[config.mk]
export PLATFORM = sky130hd
export DESIGN_NAME = alarm_clock_ctrl
export DESIGN_NICKNAME = d
export VERILOG_FILES = /design/src/rtl/alarm_clock_ctrl.sv
export SDC_FILE = /design/constraint.sdc
export NUM_CORES = 1
export LEC_CHECK = 0
export CORE_ASPECT_RATIO = 1.75
export CORE_MARGIN = 10
export CORE_UTILIZATION = 55
export DETAILED_ROUTE_END_ITERATION = 10
export HOLD_SLACK_MARGIN = 0.12
export PLACE_DENSITY_LB_ADDON = 0.05
export SLEW_MARGIN = 20
export SYNTH_ARGS = -nofsm -noshare
export SYNTH_HDL_FRONTEND = slang
export SYNTH_SLANG_ARGS = --single-unit
[constraint.sdc]
create_clock -name clk -period 2.3 [get_ports clk]
set_clock_uncertainty 0.15 [all_clocks]
set_input_delay 0.23 -clock clk [delete_from_list [all_inputs] [get_ports clk]]
set_output_delay 0.23 -clock clk [all_outputs]
set_load 0.01 [all_outputs]
[src/rtl/alarm_clock_ctrl.sv]
// Alarm clock timekeeping and alarm sequencer: tick prescaler, HH:MM:SS time, HH:MM alarm,
// button-driven set modes and the ring/snooze state machine. All outputs come from flops.
module alarm_clock_ctrl #(
    parameter int TICKS_PER_SEC = 1000,
    parameter int RING_SEC      = 60,
    parameter int SNOOZE_MIN    = 5
) (
    input  logic       clk,
    input  logic       reset,
    input  logic       tick,
    input  logic       mode_btn,
    input  logic       inc_btn,
    input  logic       snooze_btn,
    input  logic       stop_btn,
    input  logic       alarm_en,
    output logic [4:0] hours,
    output logic [5:0] minutes,
    output logic [5:0] seconds,
    output logic [4:0] alarm_hours,
    output logic [5:0] alarm_minutes,
    output logic [2:0] mode,
    output logic       sec_pulse,
    output logic       ringing,
    output logic [1:0] alarm_state
);

    localparam int PW = (TICKS_PER_SEC > 1) ? $clog2(TICKS_PER_SEC) : 1;
    localparam int RW = $clog2(RING_SEC + 1);
    localparam int SW = $clog2(SNOOZE_MIN * 60 + 1);

    localparam logic [PW-1:0] PRE_MAX     = PW'(TICKS_PER_SEC - 1);
    localparam logic [RW-1:0] RING_LOAD   = RW'(RING_SEC);
    localparam logic [SW-1:0] SNOOZE_LOAD = SW'(SNOOZE_MIN * 60);

    typedef enum logic [2:0] {
        M_RUN      = 3'd0,
        M_SET_HR   = 3'd1,
        M_SET_MIN  = 3'd2,
        M_SET_AHR  = 3'd3,
        M_SET_AMIN = 3'd4
    } mode_t;

    // alarm_state debug encoding: 0 IDLE, 1 RING, 2 SNOOZE
    typedef enum logic [1:0] {
        A_IDLE   = 2'd0,
        A_RING   = 2'd1,
        A_SNOOZE = 2'd2
    } alarm_t;

    mode_t           mode_q, mode_d;
    alarm_t          a_q, a_d;
    logic [PW-1:0]   presc;
    logic [RW-1:0]   ring_cnt, ring_d;
    logic [SW-1:0]   snooze_cnt, snooze_d;

    logic time_run;
    logic sec_tick;
    logic clear_sec;
    logic inc_en;
    logic alarm_hit;

    // Time is frozen only while the clock's own hour/minute is being edited.
    assign time_run  = (mode_q == M_RUN) || (mode_q == M_SET_AHR) || (mode_q == M_SET_AMIN);
    assign sec_tick  = time_run && tick && (presc == PRE_MAX);
    assign clear_sec = mode_btn && (mode_q == M_SET_MIN);
    assign inc_en    = inc_btn && !mode_btn;
    assign alarm_hit = sec_pulse && (seconds == 6'd0) &&
                       (hours == alarm_hours) && (minutes == alarm_minutes);

    assign mode        = mode_q;
    assign alarm_state = a_q;

    always_comb begin
        mode_d = mode_q;
        if (mode_btn) begin
            case (mode_q)
                M_RUN:      mode_d = M_SET_HR;
                M_SET_HR:   mode_d = M_SET_MIN;
                M_SET_MIN:  mode_d = M_SET_AHR;
                M_SET_AHR:  mode_d = M_SET_AMIN;
                default:    mode_d = M_RUN;
            endcase
        end
    end

    always_comb begin
        a_d      = a_q;
        ring_d   = ring_cnt;
        snooze_d = snooze_cnt;
        if (!alarm_en) begin
            a_d = A_IDLE;
        end else begin
            case (a_q)
                A_IDLE: begin
                    if (alarm_hit) begin
                        a_d    = A_RING;
                        ring_d = RING_LOAD;
                    end
                end
                A_RING: begin
                    if (stop_btn) begin
                        a_d = A_IDLE;
                    end else if (snooze_btn) begin
                        a_d      = A_SNOOZE;
                        snooze_d = SNOOZE_LOAD;
                    end else if (sec_pulse) begin
                        ring_d = ring_cnt - 1'b1;
                        if (ring_cnt == RW'(1)) a_d = A_IDLE;
                    end
                end
                A_SNOOZE: begin
                    if (stop_btn) begin
                        a_d = A_IDLE;
                    end else if (sec_pulse) begin
                        if (snooze_cnt == SW'(1)) begin
                            a_d    = A_RING;
                            ring_d = RING_LOAD;
                        end else begin
                            snooze_d = snooze_cnt - 1'b1;
                        end
                    end
                end
                default: a_d = A_IDLE;
            endcase
        end
    end

    always_ff @(posedge clk) begin
        if (!reset) begin
            mode_q     <= M_RUN;
            a_q        <= A_IDLE;
            ring_cnt   <= '0;
            snooze_cnt <= '0;
            ringing    <= 1'b0;
        end else begin
            mode_q     <= mode_d;
            a_q        <= a_d;
            ring_cnt   <= ring_d;
            snooze_cnt <= snooze_d;
            ringing    <= (a_d == A_RING);
        end
    end

    always_ff @(posedge clk) begin
        if (!reset) begin
            presc         <= '0;
            seconds       <= '0;
            minutes       <= '0;
            hours         <= '0;
            alarm_hours   <= 5'd6;
            alarm_minutes <= '0;
            sec_pulse     <= 1'b0;
        end else begin
            sec_pulse <= sec_tick;
            if (clear_sec) begin
                presc   <= '0;
                seconds <= '0;
            end else if (time_run && tick) begin
                if (presc == PRE_MAX) begin
                    presc <= '0;
                    if (seconds == 6'd59) begin
                        seconds <= '0;
                        if (minutes == 6'd59) begin
                            minutes <= '0;
                            hours   <= (hours == 5'd23) ? 5'd0 : hours + 5'd1;
                        end else begin
                            minutes <= minutes + 6'd1;
                        end
                    end else begin
                        seconds <= seconds + 6'd1;
                    end
                end else begin
                    presc <= presc + 1'b1;
                end
            end
            // Edited fields never collide with carries: hours/minutes edits happen only while frozen.
            if (inc_en) begin
                case (mode_q)
                    M_SET_HR:   hours         <= (hours == 5'd23) ? 5'd0 : hours + 5'd1;
                    M_SET_MIN:  minutes       <= (minutes == 6'd59) ? 6'd0 : minutes + 6'd1;
                    M_SET_AHR:  alarm_hours   <= (alarm_hours == 5'd23) ? 5'd0 : alarm_hours + 5'd1;
                    M_SET_AMIN: alarm_minutes <= (alarm_minutes == 6'd59) ? 6'd0 : alarm_minutes + 6'd1;
                    default: ;
                endcase
            end
        end
    end

endmodule

==> flow_metrics.tcl <==
set metrics [dict create \
    run_status "finished clean" \
    path_class "reg2reg" \
    ant_nets 0 \
    clock_sink_count 60 \
    hold_path_class "reg2reg" \
    max_slew.worst_pin.slew_ns 0.567 \
    grt_use_total_pct 19.1 \
    ys_dominant_reg_cell "dfxtp_1" \
    routed_wl_um 8790 \
    grt_antenna_before_repair 0 \
    io_buffers 42 \
    placeableCoreArea_um2 5830 \
    hold_violations 0 \
    crit_required_ns 2.46 \
    synth.ff_latch_count 60 \
    path_clk_slew_ns 0.07 \
    layout.nets 478 \
    max_clock_freq_mhz 472 \
    power.density_nw_per_um2 575 \
    fp.dieW_um 78.3 \
    synthesis.area_um2 3270 \
    clock_latency_reported_for_the_late_side_of_the_worst_skew_pair_ns 0.36 \
    syn-mean-instance-area_um2 8.31 \
    r2r_setup_slack_ns 0.18 \
    finalWeightedCongestion 0.870 \
    setup_viol 0 \
    n_antenna_cell 0 \
    start_kind "flip-flop" \
    period_needed_ns 2.12 \
    synth_enable_flop_cells 0 \
    route.detailed.wl_per_inst_um 16.2 \
    dr.pass1.iters 4 \
    p_leak_nw 1.65 \
    asyncSetResetFlopFracSynth_pct 0 \
    detailed_route_drc_error_count 0 \
    first_global_vias 3197 \
    pin_count_of_the_biggest_net_entering_global_routing 18 \
    num-fill-cells 492 \
    tritoncts.num_buffers 9 \
    bufs_on_longest_clock_path 2 \
    fraction_of_the_cycle_the_final_worst_path_needs_pct 92.2 \
    cts_hold_repair.buffers 0 \
    routed-via-count 3084 \
    detailed_place_hpwl_um 6780 \
    final_layout_size_suffix_gt1_share_pct 9.91 \
    std_cell_rows 37 \
    clock_tree_from_tritoncts "done" \
    synthesis.nets 412 \
    irDropWorstVdd_mv 0.463 \
    floorplan.io_pins 43 \
    critical_path_peak_fanout 7 \
    routed_via_density 5.69 \
    end_kind "flip-flop" \
    ys.warnings.count 0 \
    seq_area_frac_synth_pct 36.8 \
    grt_remaining_overflow 0 \
    dieArea_um2 9540 \
    dieHeight_um 122 \
    fin_area_um2 4170 \
    starting_density_pct 56.0 \
    detailedRoute.firstIterationViolations 138 \
    rsz0062_at_grt "false" \
    syn-instance-count 393 \
    max-slew-margin-rel_pct 61.8 \
    clock-root-buffer "clkbuf_8" \
    finalMaxSlewViolations 0 \
    grt_first_pass_wirelength_um 14600 \
    synth.lib_cells_used.distinct 56 \
    finalPower_mw 2.40 \
    area_delta_synth_final_pct 27.8 \
    cap_violations 0 \
    crit_arrival_ns 2.28 \
    setup_total_negative_slack_ns 0 \
    htree_levels 3 \
    dpl-instance-area_um2 3920 \
]
[flip-flops by register name, summed over array words and instances (netlist names)]
name and cells:
alarm_hours 5, alarm_minutes 6, alarm_state 2, hours 5, minutes 6, mode 3
presc 10, ring_cnt 6, ringing 1, sec_pulse 1, seconds 6, snooze_cnt 9
[metrics by stage]
step	hold WS [ns]	std cells	setup slack, ns	utilization, %
3_5_place_dp	0.338	526	0.0792	67.1
3_3_place_gp	0.322	526	0.111	67.1
2_1_floorplan	0.228	393	0.345	-
4_1_cts	0.339	542	0.150	71.4
5_1_grt	0.390	542	0.0197	71.5
6_report	0.335	542	0.180	71.5
[path summary, 6_finish.rpt]
check                                           startpoint                    endpoint  cells past startpoint
worst min register to register  snooze_cnt[7]$_SDFFE_PN0P_  snooze_cnt[7]$_SDFFE_PN0P_                      2
worst max register to register     seconds[2]$_SDFFE_PP0P_    ring_cnt[5]$_SDFFE_PN0P_                      5
worst min-delay path            snooze_cnt[7]$_SDFFE_PN0P_  snooze_cnt[7]$_SDFFE_PN0P_                      2
worst max-delay path               seconds[2]$_SDFFE_PP0P_    ring_cnt[5]$_SDFFE_PN0P_                      5
[cell families after synthesis]
| kind of cell | Yosys count | synth area share [%] |
|---|---|---|
| XOR/XNOR | 30 | 8.05 |
| adder cells (fa/ha/maj) | 11 | 4.21 |
| flip-flops | 60 | 36.8 |
| buffers and inverters | 23 | 2.64 |
| multiplexers | 12 | 3.83 |
| AND/OR/NAND/NOR | 177 | 28.5 |
| AO/OA/AOI/OAI | 80 | 15.9 |
[cells in the final DEF, fill, tap and decap left out, types with 9 or more instances in the layout]
cell	n
nor3_1	13
clkbuf_8	11
a21oi_1	24
or3_1	9
nand3_1	25
nor2_1	33
o21ai_0	14
xor2_1	26
clkdlybuf4s50_1	42
nand2_1	39
dfxtp_1	60
ha_1	11
inv_1	14
buf_4	22
[power by group]
part / internal (mW) / switching (mW) / total (mW) / leakage [nW]
clock: 0.777 / 0.424 / 1.20 / 0.127
sequential: 1.05 / 0.0148 / 1.06 / 0.484
combinational: 0.0596 / 0.0739 / 0.133 / 1.04
[repair_timing]
action                     4_1_cts  5_1_grt
setup endpoints to repair        0        4
gates resized for setup          0        1
setup buffers                    0        0
[per-layer routing]
layer	vias to the layer above	share of wire, %	global-route usage, %
li1	1553	-	-
met1	1450	36	16.9
met2	57	56	36.4
met3	24	4.4	4.94
met4	0	3.4	12.6
met5	-	0	0
[synth_stat cells, types with 5 or more instances]
master | n | share of area (%)
and3_1 | 8 | 1.5
a21oi_1 | 24 | 3.7
clkbuf_1 | 8 | 0.92
nand3b_1 | 6 | 1.4
o211ai_1 | 7 | 1.6
inv_1 | 14 | 1.6
o21ai_0 | 14 | 2.1
a31oi_1 | 5 | 0.96
nor2_1 | 33 | 3.8
nand2b_1 | 8 | 1.5
dfxtp_1 | 60 | 37
nand4_1 | 6 | 1.1
nor3_1 | 13 | 2.0
ha_1 | 11 | 4.2
mux2i_1 | 8 | 2.5
or3_1 | 9 | 1.7
nand3_1 | 25 | 3.8
and2_1 | 5 | 0.96
xor2_1 | 26 | 7.0
nor2b_1 | 5 | 0.96
nand2_1 | 39 | 4.5
[layout make-up]
| class | instances | area, µm² | area share, % |
|---|---|---|---|
| Clock inverter | 4 | 95.1 | 2.28 |
| Timing Repair Buffer | 64 | 586 | 14.0 |
| Inverter | 14 | 52.6 | 1.26 |
| Tap cell | 78 | 97.6 | 2.34 |
| Clock buffer | 12 | 155 | 3.72 |
| Multi-Input combinational cell | 310 | 1990 | 47.6 |
| Sequential cell | 60 | 1200 | 28.8 |
[worst max-delay path, stage by stage (launching register included)]
cell and delay [ns]:
dfxtp_1 0.37, or4_1 0.55, nor4_1 0.29, nand4_1 0.26, a21oi_4 0.28, a31o_1 0.16
Power figures use the tool's default switching activity.
